File: src/rtl/tri_edge_diff_if.sv
// Handshake and data bundle for tri_edge_diff: vertex input side, edge-difference output side.
interface tri_edge_diff_if;
  logic        in_valid;
  logic        in_ready;
  logic [31:0] x1, y1, x2, y2, x3, y3;
  logic        out_valid;
  logic        out_ready;
  logic [31:0] diff_x1x2, diff_x2x3, diff_x3x1;
  logic [31:0] diff_y1y2, diff_y2y3, diff_y3y1;
  logic [31:0] vx1_o, vy1_o, vx2_o, vy2_o, vx3_o, vy3_o;
  logic        busy;

  modport master (
    output in_valid, x1, y1, x2, y2, x3, y3, out_ready,
    input  in_ready, out_valid, busy,
    input  diff_x1x2, diff_x2x3, diff_x3x1, diff_y1y2, diff_y2y3, diff_y3y1,
    input  vx1_o, vy1_o, vx2_o, vy2_o, vx3_o, vy3_o
  );

  modport slave (
    input  in_valid, x1, y1, x2, y2, x3, y3, out_ready,
    output in_ready, out_valid, busy,
    output diff_x1x2, diff_x2x3, diff_x3x1, diff_y1y2, diff_y2y3, diff_y3y1,
    output vx1_o, vy1_o, vx2_o, vy2_o, vx3_o, vy3_o
  );
endinterface

File: src/rtl/tri_edge_diff.sv
// Triangle-setup edge differences: six float32 subtractions on one shared 4-stage subtractor.
// Build macro TRI_EDGE_DIFF_ROUND_EN selects round-to-nearest-even; otherwise results truncate.
module tri_edge_diff #(
  parameter int PASS_VERTS = 1
) (
  input logic            clk,
  input logic            rst,
  tri_edge_diff_if.slave bus
);
  typedef enum logic [2:0] {IDLE, ALIGN, ADD, NORM, PACK, DONE} state_t;

  state_t           state;
  logic [2:0]       k;
  logic [5:0][31:0] vert;   // x1,x2,x3,y1,y2,y3
  logic [5:0][31:0] diff;   // x1x2,x2x3,x3x1,y1y2,y2y3,y3y1
  logic             in_ready_r, out_valid_r, busy_r;

  logic              r_sign, r_sub, r_special;
  logic signed [9:0] r_exp;
  logic [26:0]       r_ma, r_mb, r_man;
  logic [27:0]       r_sum;

  function automatic logic [4:0] lzc27(input logic [26:0] v);
    logic [4:0] n;
    n = 5'd27;
    for (int unsigned i = 0; i < 27; i++)
      if (v[i]) n = 5'(26 - i);
    return n;
  endfunction

  logic [31:0] opa, opb;
  always_comb begin
    opa = vert[0];
    opb = vert[1];
    case (k)
      3'd1: begin opa = vert[1]; opb = vert[2]; end
      3'd2: begin opa = vert[2]; opb = vert[0]; end
      3'd3: begin opa = vert[3]; opb = vert[4]; end
      3'd4: begin opa = vert[4]; opb = vert[5]; end
      3'd5: begin opa = vert[5]; opb = vert[3]; end
      default: ;
    endcase
  end

  // a-b as a+(-b); denormals flushed; larger magnitude routed to the A side
  logic        sa, sb, a_ge_b, special, bs;
  logic [7:0]  ea, eb, be, le, d;
  logic [23:0] ma, mb, bm, lm;
  logic [49:0] wide;
  logic [26:0] lm_al;
  always_comb begin
    sa      = opa[31];
    sb      = ~opb[31];
    ea      = opa[30:23];
    eb      = opb[30:23];
    ma      = (ea == '0) ? '0 : {1'b1, opa[22:0]};
    mb      = (eb == '0) ? '0 : {1'b1, opb[22:0]};
    special = (ea == '1) || (eb == '1);
    a_ge_b  = {ea, ma} >= {eb, mb};
    bs      = a_ge_b ? sa : sb;
    be      = a_ge_b ? ea : eb;
    bm      = a_ge_b ? ma : mb;
    le      = a_ge_b ? eb : ea;
    lm      = a_ge_b ? mb : ma;
    d       = be - le;
    wide    = {lm, 26'b0} >> d;
    lm_al   = (d >= 8'd26) ? {26'b0, |lm} : {wide[49:24], |wide[23:0]};
  end

  logic [4:0] lz;
  always_comb lz = lzc27(r_sum[26:0]);

  logic [24:0]       rnd;
  logic signed [9:0] pexp;
  logic [22:0]       frac;
  logic [31:0]       res;
  always_comb begin
`ifdef TRI_EDGE_DIFF_ROUND_EN
    rnd = {1'b0, r_man[26:3]} + 25'(r_man[2] & (r_man[1] | r_man[0] | r_man[3]));
`else
    rnd = {1'b0, r_man[26:3]};
`endif
    pexp = r_exp;
    frac = rnd[22:0];
    if (rnd[24]) begin
      pexp = r_exp + 10'sd1;
      frac = rnd[23:1];
    end
    if (r_special)            res = 32'h7FC0_0000;
    else if (r_man == '0)     res = 32'h0;
    else if (pexp <= 10'sd0)  res = {r_sign, 31'b0};
    else if (pexp >= 10'sd255) res = {r_sign, 8'hFF, 23'b0};
    else                      res = {r_sign, pexp[7:0], frac};
  end

  always_ff @(posedge clk or posedge rst) begin
    if (rst) begin
      state       <= IDLE;
      k           <= '0;
      vert        <= '0;
      diff        <= '0;
      in_ready_r  <= 1'b1;
      out_valid_r <= 1'b0;
      busy_r      <= 1'b0;
      r_sign      <= 1'b0;
      r_sub       <= 1'b0;
      r_special   <= 1'b0;
      r_exp       <= '0;
      r_ma        <= '0;
      r_mb        <= '0;
      r_man       <= '0;
      r_sum       <= '0;
    end else begin
      case (state)
        IDLE: if (bus.in_valid) begin
          vert       <= {bus.y3, bus.y2, bus.y1, bus.x3, bus.x2, bus.x1};
          k          <= '0;
          in_ready_r <= 1'b0;
          busy_r     <= 1'b1;
          state      <= ALIGN;
        end
        ALIGN: begin
          r_sign    <= bs;
          r_sub     <= sa ^ sb;
          r_special <= special;
          r_exp     <= {2'b00, be};
          r_ma      <= {bm, 3'b000};
          r_mb      <= lm_al;
          state     <= ADD;
        end
        ADD: begin
          r_sum <= r_sub ? ({1'b0, r_ma} - {1'b0, r_mb}) : ({1'b0, r_ma} + {1'b0, r_mb});
          state <= NORM;
        end
        NORM: begin
          if (r_sum[27]) begin
            r_man <= {r_sum[27:2], r_sum[1] | r_sum[0]};
            r_exp <= r_exp + 10'sd1;
          end else begin
            r_man <= r_sum[26:0] << lz;
            r_exp <= r_exp - 10'({5'b0, lz});
          end
          state <= PACK;
        end
        PACK: begin
          diff[k] <= res;
          if (k == 3'd5) begin
            out_valid_r <= 1'b1;
            state       <= DONE;
          end else begin
            k     <= k + 3'd1;
            state <= ALIGN;
          end
        end
        DONE: if (bus.out_ready) begin
          out_valid_r <= 1'b0;
          in_ready_r  <= 1'b1;
          busy_r      <= 1'b0;
          state       <= IDLE;
        end
        default: state <= IDLE;
      endcase
    end
  end

  assign bus.in_ready  = in_ready_r;
  assign bus.out_valid = out_valid_r;
  assign bus.busy      = busy_r;
  assign bus.diff_x1x2 = diff[0];
  assign bus.diff_x2x3 = diff[1];
  assign bus.diff_x3x1 = diff[2];
  assign bus.diff_y1y2 = diff[3];
  assign bus.diff_y2y3 = diff[4];
  assign bus.diff_y3y1 = diff[5];

  generate
    if (PASS_VERTS != 0) begin : g_pass
      assign bus.vx1_o = vert[0];
      assign bus.vx2_o = vert[1];
      assign bus.vx3_o = vert[2];
      assign bus.vy1_o = vert[3];
      assign bus.vy2_o = vert[4];
      assign bus.vy3_o = vert[5];
    end else begin : g_nopass
      assign bus.vx1_o = '0;
      assign bus.vx2_o = '0;
      assign bus.vx3_o = '0;
      assign bus.vy1_o = '0;
      assign bus.vy2_o = '0;
      assign bus.vy3_o = '0;
    end
  endgenerate
endmodule
File: src/flat_wrapper.sv
// flat-port wrapper written by rule: the top's interface ports become plain ports
module tri_edge_diff_flat 
#(
  parameter int PASS_VERTS = 1
)
  (clk, rst, bus_in_valid, bus_x1, bus_y1, bus_x2, bus_y2, bus_x3, bus_y3, bus_out_ready, bus_in_ready, bus_out_valid, bus_busy, bus_diff_x1x2, bus_diff_x2x3, bus_diff_x3x1, bus_diff_y1y2, bus_diff_y2y3, bus_diff_y3y1, bus_vx1_o, bus_vy1_o, bus_vx2_o, bus_vy2_o, bus_vx3_o, bus_vy3_o);
  tri_edge_diff_if bus_i ();
  input logic clk;
  input logic rst;
  input wire logic [$bits(bus_i.in_valid)-1:0] bus_in_valid;
  input wire logic [$bits(bus_i.x1)-1:0] bus_x1;
  input wire logic [$bits(bus_i.y1)-1:0] bus_y1;
  input wire logic [$bits(bus_i.x2)-1:0] bus_x2;
  input wire logic [$bits(bus_i.y2)-1:0] bus_y2;
  input wire logic [$bits(bus_i.x3)-1:0] bus_x3;
  input wire logic [$bits(bus_i.y3)-1:0] bus_y3;
  input wire logic [$bits(bus_i.out_ready)-1:0] bus_out_ready;
  output wire logic [$bits(bus_i.in_ready)-1:0] bus_in_ready;
  output wire logic [$bits(bus_i.out_valid)-1:0] bus_out_valid;
  output wire logic [$bits(bus_i.busy)-1:0] bus_busy;
  output wire logic [$bits(bus_i.diff_x1x2)-1:0] bus_diff_x1x2;
  output wire logic [$bits(bus_i.diff_x2x3)-1:0] bus_diff_x2x3;
  output wire logic [$bits(bus_i.diff_x3x1)-1:0] bus_diff_x3x1;
  output wire logic [$bits(bus_i.diff_y1y2)-1:0] bus_diff_y1y2;
  output wire logic [$bits(bus_i.diff_y2y3)-1:0] bus_diff_y2y3;
  output wire logic [$bits(bus_i.diff_y3y1)-1:0] bus_diff_y3y1;
  output wire logic [$bits(bus_i.vx1_o)-1:0] bus_vx1_o;
  output wire logic [$bits(bus_i.vy1_o)-1:0] bus_vy1_o;
  output wire logic [$bits(bus_i.vx2_o)-1:0] bus_vx2_o;
  output wire logic [$bits(bus_i.vy2_o)-1:0] bus_vy2_o;
  output wire logic [$bits(bus_i.vx3_o)-1:0] bus_vx3_o;
  output wire logic [$bits(bus_i.vy3_o)-1:0] bus_vy3_o;
  assign bus_i.in_valid = bus_in_valid;
  assign bus_i.x1 = bus_x1;
  assign bus_i.y1 = bus_y1;
  assign bus_i.x2 = bus_x2;
  assign bus_i.y2 = bus_y2;
  assign bus_i.x3 = bus_x3;
  assign bus_i.y3 = bus_y3;
  assign bus_i.out_ready = bus_out_ready;
  assign bus_in_ready = bus_i.in_ready;
  assign bus_out_valid = bus_i.out_valid;
  assign bus_busy = bus_i.busy;
  assign bus_diff_x1x2 = bus_i.diff_x1x2;
  assign bus_diff_x2x3 = bus_i.diff_x2x3;
  assign bus_diff_x3x1 = bus_i.diff_x3x1;
  assign bus_diff_y1y2 = bus_i.diff_y1y2;
  assign bus_diff_y2y3 = bus_i.diff_y2y3;
  assign bus_diff_y3y1 = bus_i.diff_y3y1;
  assign bus_vx1_o = bus_i.vx1_o;
  assign bus_vy1_o = bus_i.vy1_o;
  assign bus_vx2_o = bus_i.vx2_o;
  assign bus_vy2_o = bus_i.vy2_o;
  assign bus_vx3_o = bus_i.vx3_o;
  assign bus_vy3_o = bus_i.vy3_o;
  tri_edge_diff #(.PASS_VERTS(PASS_VERTS)) u_core (.clk(clk), .rst(rst), .bus(bus_i));
endmodule
File: config.mk
export PLATFORM = sky130hd
export DESIGN_NAME = tri_edge_diff_flat
export DESIGN_NICKNAME = d
export VERILOG_FILES = /design/src/rtl/tri_edge_diff_if.sv /design/src/rtl/tri_edge_diff.sv /design/src/flat_wrapper.sv
export SDC_FILE = /design/constraint.sdc
export NUM_CORES = 2
export LEC_CHECK = 0
export ABC_CLOCK_PERIOD_IN_PS = 20200
export CORE_ASPECT_RATIO = 1.2
export CORE_MARGIN = 1.5
export CORE_UTILIZATION = 40
export CTS_CLUSTER_SIZE = 28
export DETAILED_ROUTE_END_ITERATION = 10
export HOLD_SLACK_MARGIN = 0.02
export PLACE_DENSITY = 0.68
export REMOVE_ABC_BUFFERS = 1
export SYNTH_ARGS = -nofsm -noshare
export SYNTH_HDL_FRONTEND = slang
export SYNTH_SLANG_ARGS = --single-unit
File: constraint.sdc
create_clock -name clk -period 20.2 [get_ports clk]
set_input_delay 3.03 -clock clk [delete_from_list [all_inputs] [get_ports clk]]
set_output_delay 3.03 -clock clk [all_outputs]
set_load 0.02 [all_outputs]
# Word level (Yosys, flattened, before mapping)
# Cells that the tools add are included.
word_totals:
  reg_bits: 512
  wordCells: 138
classes:
  n_addsub: 6
  magnitude_cmp: 6
  eq_ne: 16
  shifts: 2
  muxes: 63
  bitwise_logic: 3
  n_reduce_logical: 17
ops:
  columns: ["op", "n"]
  rows:
  - ["one-hot mux 32 bit (5 select lines)", 2]
  - ["bitwise mux 192 bit", 1]
  - ["demux 32 bit (select 3 bit)", 1]
  - ["two-way mux 24 bit", 4]
  - ["two-way mux 32 bit", 3]
  - ["two-way mux 5 bit", 16]
  - ["two-way mux 31 bit", 2]
  - ["two-way mux 27 bit", 2]
  - ["right shift 50 x 8 -> 50 bit", 1]
  - ["OR reduction 24 bit", 2]
  - [">= comparator 32 bit", 1]
  - ["two-way mux 4 bit", 8]
  - ["adder 27 x 27 -> 28 bit", 1]
  - ["two-way mux 28 bit", 1]
  - ["subtractor 27 x 27 -> 28 bit", 1]
  - ["zero test 27 bit", 1]
  - ["<< shifter 27 x 5 -> 27 bit", 1]
  - ["one-hot mux 10 bit (2 select lines)", 1]
  - ["one-hot mux 3 bit (6 select lines)", 1]
  - ["equality test 8 bit (second input constant)", 2]
  - ["zero test 8 bit", 2]
  - ["two-way mux 8 bit", 2]
  - ["two-way mux 3 bit", 5]
  - ["equality test 3 x 2 -> 1 bit (second input constant)", 4]
  - ["27 further kinds", 48]

# Longest topological paths before layout
depth:
  word_depth: 30
  mapped_depth: 41
  depth_no_buf: 31

# Worst setup path before layout
# No wires, ideal clock.
synth_timing:
  path_kind: "register to register"
  startpoint: "register u_core.k[2]"
  endpoint: "register u_core.r_mb[0]"
  arrival_time_ns: 7.248
  t_required_ns: 20.068
  setup_slack_ns: 12.820
  path_stages_with_launch: 37
  n_path_buf: 8
  synth_period_minus_slack_ns: 7.380
  cell_sequence: "dfrtp_1 clkbuf_1 inv_1 clkbuf_1 buf_1 ha_1 clkbuf_1 a222oi_1 a31oi_4 or4_4 buf_6 buf_6 o21ai_0 inv_1 ha_1 a21oi_1 o21ai_0 a221oi_1 nand2_1 a21o_1 buf_2 a22o_1 inv_1 ha_1 nand2b_1 nor3b_1 a21oi_1 o311a_1 and2_4 buf_4 mux4_2 mux2i_1 nand2_1 o31ai_2 nand3_1 o41ai_2 a21oi_1"
synth_via:
  elab_chain_len: 10
synth_lines:
  columns: ["element", "line_no", "rtl"]
  rows:
  - ["from (decl)", "tri_edge_diff.sv:13", "logic [2:0] k;"]
  - ["from (signal assigned)", "tri_edge_diff.sv:151", "k <= k + 3'd1;"]
  - ["equality test 3 bit, or another cell as far along", "tri_edge_diff.sv:35", "case (k)"]
  - ["one-hot mux 32 bit (5 select lines)", "tri_edge_diff.sv:35", null]
  - ["zero test 8 bit (on tied branches)", "tri_edge_diff.sv:56, tri_edge_diff.sv:57", null]
  - ["two-way mux 24 bit (on tied branches)", "tri_edge_diff.sv:56, tri_edge_diff.sv:57", null]
  - [">= comparator 32 bit", "tri_edge_diff.sv:59", "a_ge_b = {ea, ma} >= {eb, mb};"]
  - ["two-way mux 8 bit (on tied branches)", "tri_edge_diff.sv:61, tri_edge_diff.sv:63", null]
  - ["subtractor 8 bit", "tri_edge_diff.sv:65", "d = be - le;"]
  - ["right shift 50 x 8 -> 50 bit", "tri_edge_diff.sv:66", "wide = {lm, 26'b0} >> d;"]
  - ["OR reduction 24 bit", "tri_edge_diff.sv:67", "lm_al = (d >= 8'd26) ? {26'b0, |lm} : {wide[49:24], |wide[23:0]};"]
  - ["two-way mux 27 bit *", "tri_edge_diff.sv:67", null]
  - ["to (signal assigned)", "tri_edge_diff.sv:128", "r_mb <= lm_al;"]
  - ["to (decl)", "tri_edge_diff.sv:20", "logic [26:0] r_ma, r_mb, r_man;"]
# Every way passes the cells marked *; elsewhere a longest branch is shown, timed or not.
# A chain may end at the register's enable or synchronous reset.

# Worst setup path in the final report
layout_timing:
  startpoint: "register u_core.k[2]"
  endpoint: "register u_core.r_mb[25]"
layout_via:
  elab_chain_len: 9
layout_lines:
  columns: ["element", "line_no"]
  rows:
  - ["equality test 3 bit, or another cell as far along", "tri_edge_diff.sv:35"]
  - ["one-hot mux 32 bit (5 select lines)", "tri_edge_diff.sv:35"]
  - ["zero test 8 bit (on tied branches)", "tri_edge_diff.sv:56, tri_edge_diff.sv:57"]
  - ["two-way mux 24 bit (on tied branches)", "tri_edge_diff.sv:56, tri_edge_diff.sv:57"]
  - [">= comparator 32 bit", "tri_edge_diff.sv:59"]
  - ["two-way mux 8 bit (on tied branches)", "tri_edge_diff.sv:61, tri_edge_diff.sv:63"]
  - ["subtractor 8 bit", "tri_edge_diff.sv:65"]
  - ["right shift 50 x 8 -> 50 bit / >= comparator 8 x 5 -> 1 bit (equally long branches)", "tri_edge_diff.sv:66, tri_edge_diff.sv:67"]
  - ["two-way mux 27 bit *", "tri_edge_diff.sv:67"]
# Marks and branches as above.

==> impl_metrics.tcl <==
set metrics [dict create \
    dr.pass1.iters 10 \
    grt_first_pass_wirelength_um 160000 \
    grt_usage_pct 26.6 \
    grt_overflow_total 0 \
    cap_viol_max_count 0 \
    drive_above_1_share_pct 6.33 \
    critPathRequiredTime_ns 20.75 \
    endpoint_kind "flop" \
    postSynthAreaPerCell_um2 8.44 \
    clock_sinks 512 \
    period_share_pct 48.4 \
    yosysMostFrequentCell "nand2_1" \
    core-area_um2 72700 \
    ys_types 103 \
    clk_pin_slew_worst_paths_ns 0.06 \
    setup_viol 0 \
    cts.path.max_buffers 3 \
    yosys-top-cells-area "dfrtp_1 (43%), nand2_1 (13%), o21ai_0 (5.5%), ha_1 (4.0%), mux2i_1 (3.2%)" \
    ys_seq_elements 512 \
    yosys.area.top_type_share_pct 43.3 \
    portBuffers 582 \
    critPathLaunchType "flop" \
    yosys.area.top_type "dfrtp_1" \
    routedWlPerCell_um 20.8 \
    rows 108 \
    layout.nets 4213 \
    cts_setup_buffers 0 \
    netlist_area_um2 29500 \
    clk_latency_ns 0.64 \
    async_reset_ff_share_pct 100 \
    synth_common_cells "nand2_1 (1008), dfrtp_1 (511), o21ai_0 (326), clkbuf_1 (205), nor2_1 (205)" \
    syn_to_final_growth_pct 27.7 \
    grt_max_degree 194 \
    maxSlewHeadroom_pct 14.3 \
    arrival_ns 10.32 \
    synth-warning-count 0 \
    path_cells "inv_1 -> ha_2 -> buf_4 -> a211o_1 -> o22ai_1 -> o22ai_2 -> nand4_1 -> o21ai_0 -> ha_1 -> nand2_1 -> nor4_1 -> a221oi_1 -> nand2_1 -> a21o_2 -> buf_4 -> a221oi_1 -> o21ai_1 -> a21oi_2 -> xnor2_1 -> nor3_1 -> nor2_1 -> nand4_1 -> or3_1 -> o32ai_2" \
    cts_tree "done" \
    ys_seq_area_share_pct 43.4 \
    dieWidth_um 251 \
    start_util_pct 40.6 \
    grt_pass1_vias 27000 \
    hold_viol 0 \
    drv_slew 0 \
    hp-class "reg2reg" \
    drtAntennaViolNets 0 \
    fmax_ghz 0.102 \
    run_status "finished, final reports clean" \
    synth-edff-count 0 \
    cp_max_fo 70 \
    fin_worst_skew_ns 0.0260 \
    place_hpwl_um 75000 \
    cts_made_buffers 54 \
    die_area_um2 75400 \
    pin_count 583 \
    ctsHoldBuffers 0 \
    dieHeight_um 301 \
    cts_resized 0 \
    ctsHtreeMaxLevel 2 \
    worst_slew_pin_slew_ns 1.27 \
    rsz0062_at_grt "false" \
    avgViaCountPerCell 5.63 \
    slowest_delay_ns 0.94 \
    synthCells 3496 \
    first_iter_violations 2526 \
    routabilityCongestion 0.963 \
    dr_total_vias 27600 \
    critPathSlowestCell "nand4_1" \
    wl_um 102000 \
    final.min_clock_period_ns 9.77 \
    fin_setup_tns_ns 0 \
    cts_root_buf "clkbuf_16" \
    path_class "reg2reg" \
    drc 0 \
    antenna_found_initial 6 \
    ys.flop_type "dfrtp_1" \
]
==> cell families after synthesis <==
kind of cell / synth area share, %
compound gates: 20.8
mux: 5.56
simple gates: 20.1
xor+xnor: 1.06
flops: 43.4
buf+inv: 4.96
fa+ha+maj: 4.12
==> placed cells by master (no fill, tap or decap), types with 12 or more instances in the layout <==
cell type / instances
inv_1: 100
ha_1: 91
buf_4: 40
nand2_1: 1006
o21bai_1: 12
xnor2_1: 24
nand4_1: 17
o22ai_1: 33
a22o_1: 15
a21o_1: 12
o31ai_1: 22
a222oi_1: 58
o211ai_1: 56
dfrtp_1: 510
nand3_1: 27
nor3_1: 46
a221oi_1: 15
clkbuf_16: 54
or3_1: 16
mux4_2: 21
a22oi_1: 59
and2_1: 14
mux2_2: 21
o21ai_1: 16
clkinv_2: 17
mux2i_1: 93
nor4_1: 19
o21ai_0: 326
a211oi_1: 19
nor2_1: 205
and3_1: 21
a31oi_1: 19
a21oi_1: 142
clkdlybuf4s50_1: 582
==> worst max-delay path: cells and delay by family (launching register included) <==
family                   cells  cell delay (ns)
XOR/XNOR                     1             0.91
AND/OR/NAND/NOR              8             2.93
adder cells (fa/ha/maj)      2             0.53
buffers and inverters        3             1.78
AO/OA/AOI/OAI               10             2.93
flip-flops                   1             0.55
==> cell type report <==
class                   instances  area, um^2
diodes                          6        15.0
clock buffers                  67        1470
clock inverters                31         342
fillers                      6832       35000
inverters                     106         407
multi-input cells            2623       15300
flip-flops and latches        512       12800
well taps                     935        1170
repair buffers                624        6170
==> per-stage QoR <==
stage | cell area (um^2) | setup WS, ns | hold WS, ns | util, % | cells
floorplan | 28400 | 2.87 | 0.442 | - | 3241
global placement | 35900 | 10.74 | 0.461 | 49.3 | 4800
detailed placement | 35900 | 10.53 | 0.469 | 49.3 | 4800
CTS | 37700 | 10.47 | 0.483 | 51.8 | 4898
global route | 37700 | 9.57 | 0.492 | 51.9 | 4904
finish | 37700 | 10.43 | 0.475 | 51.9 | 4904
==> state kept, by name (all words and copies together) (netlist names), 27 cells and up <==
signal,count
u_core.bus.diff_y2y3,32
u_core.r_man,27
u_core.bus.vx2_o,32
u_core.bus.vy2_o,32
u_core.r_mb,27
u_core.bus.vx3_o,32
u_core.bus.diff_y1y2,32
u_core.bus.diff_x1x2,32
u_core.r_sum,28
u_core.bus.diff_x2x3,32
u_core.bus.vx1_o,32
u_core.bus.diff_x3x1,32
u_core.bus.vy1_o,32
u_core.bus.diff_y3y1,32
u_core.bus.vy3_o,32
==> metal layers <==
| layer | track usage, % | up-vias | wire length, um |
|---|---|---|---|
| li1 | - | 13100 | - |
| met1 | 32.6 | 13200 | 41400 |
| met2 | 46.9 | 1105 | 50900 |
| met3 | 4.28 | 197 | 6070 |
| met4 | 9.71 | 0 | 3790 |
| met5 | 0 | - | 0 |
==> path summary, 6_finish.rpt <==
kind / start / to / slack, ns / depth (start not counted)
worst max-delay path: u_core.k[2] / u_core.r_mb[25] / 10.43 / 24
worst max register to register: u_core.k[2] / u_core.r_mb[25] / 10.43 / 24
worst min-delay path: u_core.bus.diff_y2y3[5] / u_core.bus.diff_y2y3[5] / 0.48 / 2
min in group asynchronous: rst / u_core.bus.diff_y3y1[3] / 2.91 / 2
worst min register to register: u_core.bus.diff_y2y3[5] / u_core.bus.diff_y2y3[5] / 0.48 / 2
max in group asynchronous: rst / u_core.bus.diff_x2x3[24] / 14.92 / 4
Power is not shown: default switching activity piles up to over one toggle a cycle in this logic, so the estimate is an artifact.
==> patch: new RTL, same settings <==
`PASS_VERTS` is set to 1 in 2 places; all go to 0.
--- a/src/rtl/tri_edge_diff.sv
+++ b/src/rtl/tri_edge_diff.sv
@@ -2,5 +2,5 @@
 // Build macro TRI_EDGE_DIFF_ROUND_EN selects round-to-nearest-even; otherwise results truncate.
 module tri_edge_diff #(
-  parameter int PASS_VERTS = 1
+  parameter int PASS_VERTS = 0
 ) (
   input logic            clk,
--- a/src/flat_wrapper.sv
+++ b/src/flat_wrapper.sv
@@ -2,5 +2,5 @@
 module tri_edge_diff_flat 
 #(
-  parameter int PASS_VERTS = 1
+  parameter int PASS_VERTS = 0
 )
   (clk, rst, bus_in_valid, bus_x1, bus_y1, bus_x2, bus_y2, bus_x3, bus_y3, bus_out_ready, bus_in_ready, bus_out_valid, bus_busy, bus_diff_x1x2, bus_diff_x2x3, bus_diff_x3x1, bus_diff_y1y2, bus_diff_y2y3, bus_diff_y3y1, bus_vx1_o, bus_vy1_o, bus_vx2_o, bus_vy2_o, bus_vx3_o, bus_vy3_o);
Formal check against the unedited RTL: not equivalent (a bounded check fails within 4 cycles, from zero or initial values and one cycle with rst high).
==> patch against the original RTL <==
- critical endpoint unchanged
- worst setup slack better by 30 ps
- non-clock buffer count down 188
- die area up 4.8%
- wire length down 9.2%
- hold slack about the same
- synthesized area up 4.9%
- design area down 2.9%
- sequential cell count unchanged
- largest cell class unchanged
- sequential share of layout area up 1.0 points
Power is left out: the tool's default activity adds up to more than one toggle a clock period on the data nets, which glitch-free logic cannot reach.
==> patch: results (changes against the original RTL) <==
final-layout clock-cell area share - 0.0496 (+0.00150)
non-clock buffer contribution to total cell area - 0.117 (-0.0468)
Non-Clock Buffer Count - 436 (-30%)
average via count per standard cell - 5.40 (-4.1%)
Post-layout nets - 4218 (+0.12%)
GRT Resource Usage Total - 0.227 (-0.0385)
total length of routed met3 wires - 4050 um (-33%)
via count of the first global-routing pass - 25800 (-4.5%)
register-to-register setup slack - 10460 ps (+30 ps)
sequential area share after synthesis - 0.414 (-0.0203)
Area contributors post-synth - sky130_fd_sc_hd__dfrtp_1 41%, sky130_fd_sc_hd__nand2_1 12%, sky130_fd_sc_hd__o21ai_0 5.3%
Data arrival, critical path - 10260 ps (-60 ps)
delay of the slowest cell on the worst path - 780 ps (-160 ps)
initial antenna violation count - 0 (-6)
slowest cell on the critical path - sky130_fd_sc_hd__inv_1
Final GP Congestion - 0.960 (-0.34%)
fraction of final layout cells sized beyond drive strength 1 - 0.0625 (-0.000836)
reg2reg path depth - 25 (+4.2%)
share of cell area taken by flip-flops and latches - 0.350 (+0.0101)
final HPWL from detailed placement - 67100 um (-11%)
Port Buffers - 390 (-33%)
kind of cell with the highest combined delay on the critical path - simple AND/OR/NAND/NOR gates
result of the run - finished clean
multi-input gate share of the layout cell area - 0.438 (+0.0315)
start point of the worst hold path - u_core.bus.diff_x1x2[2]$_DFFE_PP0P_
count of multi-input combinational gates - 2815 (+7.3%)
wire length the detailed router placed on met1 - 39100 um (-5.5%)
count of cell types in the netlist - 104 (+0.97%)
# clk buffers - 73 (+9.0%)
worst min-delay path endpoint - u_core.bus.diff_x1x2[2]$_DFFE_PP0P_
post-synthesis share of cell area spent on xor and xnor gates - 0.0101 (-0.000495)
==> patch: changes by cell type after synthesis <==
| cell | before | now |
|---|---|---|
| sky130_fd_sc_hd__buf_4 | 3 | 195 |
| sky130_fd_sc_hd__conb_1 | 0 | 1 |
==> patch: metal layers <==
| metal | global-route usage | vias to the layer above |
|---|---|---|
| met4 | 0.0773 | 0 |
| li1 | - | 12900 |
| met1 | 0.288 | 12900 |
| met5 | 0 | - |
| met2 | 0.402 | 908 |
| met3 | 0.0229 | 152 |
==> patch: stage by stage <==
step / cells / setup WS, ps / util / cell area (um2) / hold slack [ps]
2_1_floorplan: 3433 / 2870 / - / 29200 / 442
3_3_place_gp: 4886 / 10760 / 0.455 / 34800 / 461
3_5_place_dp: 4886 / 10560 / 0.455 / 34800 / 469
4_1_cts: 4985 / 10550 / 0.478 / 36600 / 483
5_1_grt: 4985 / 9890 / 0.478 / 36600 / 499
6_report: 4985 / 10460 / 0.478 / 36600 / 476
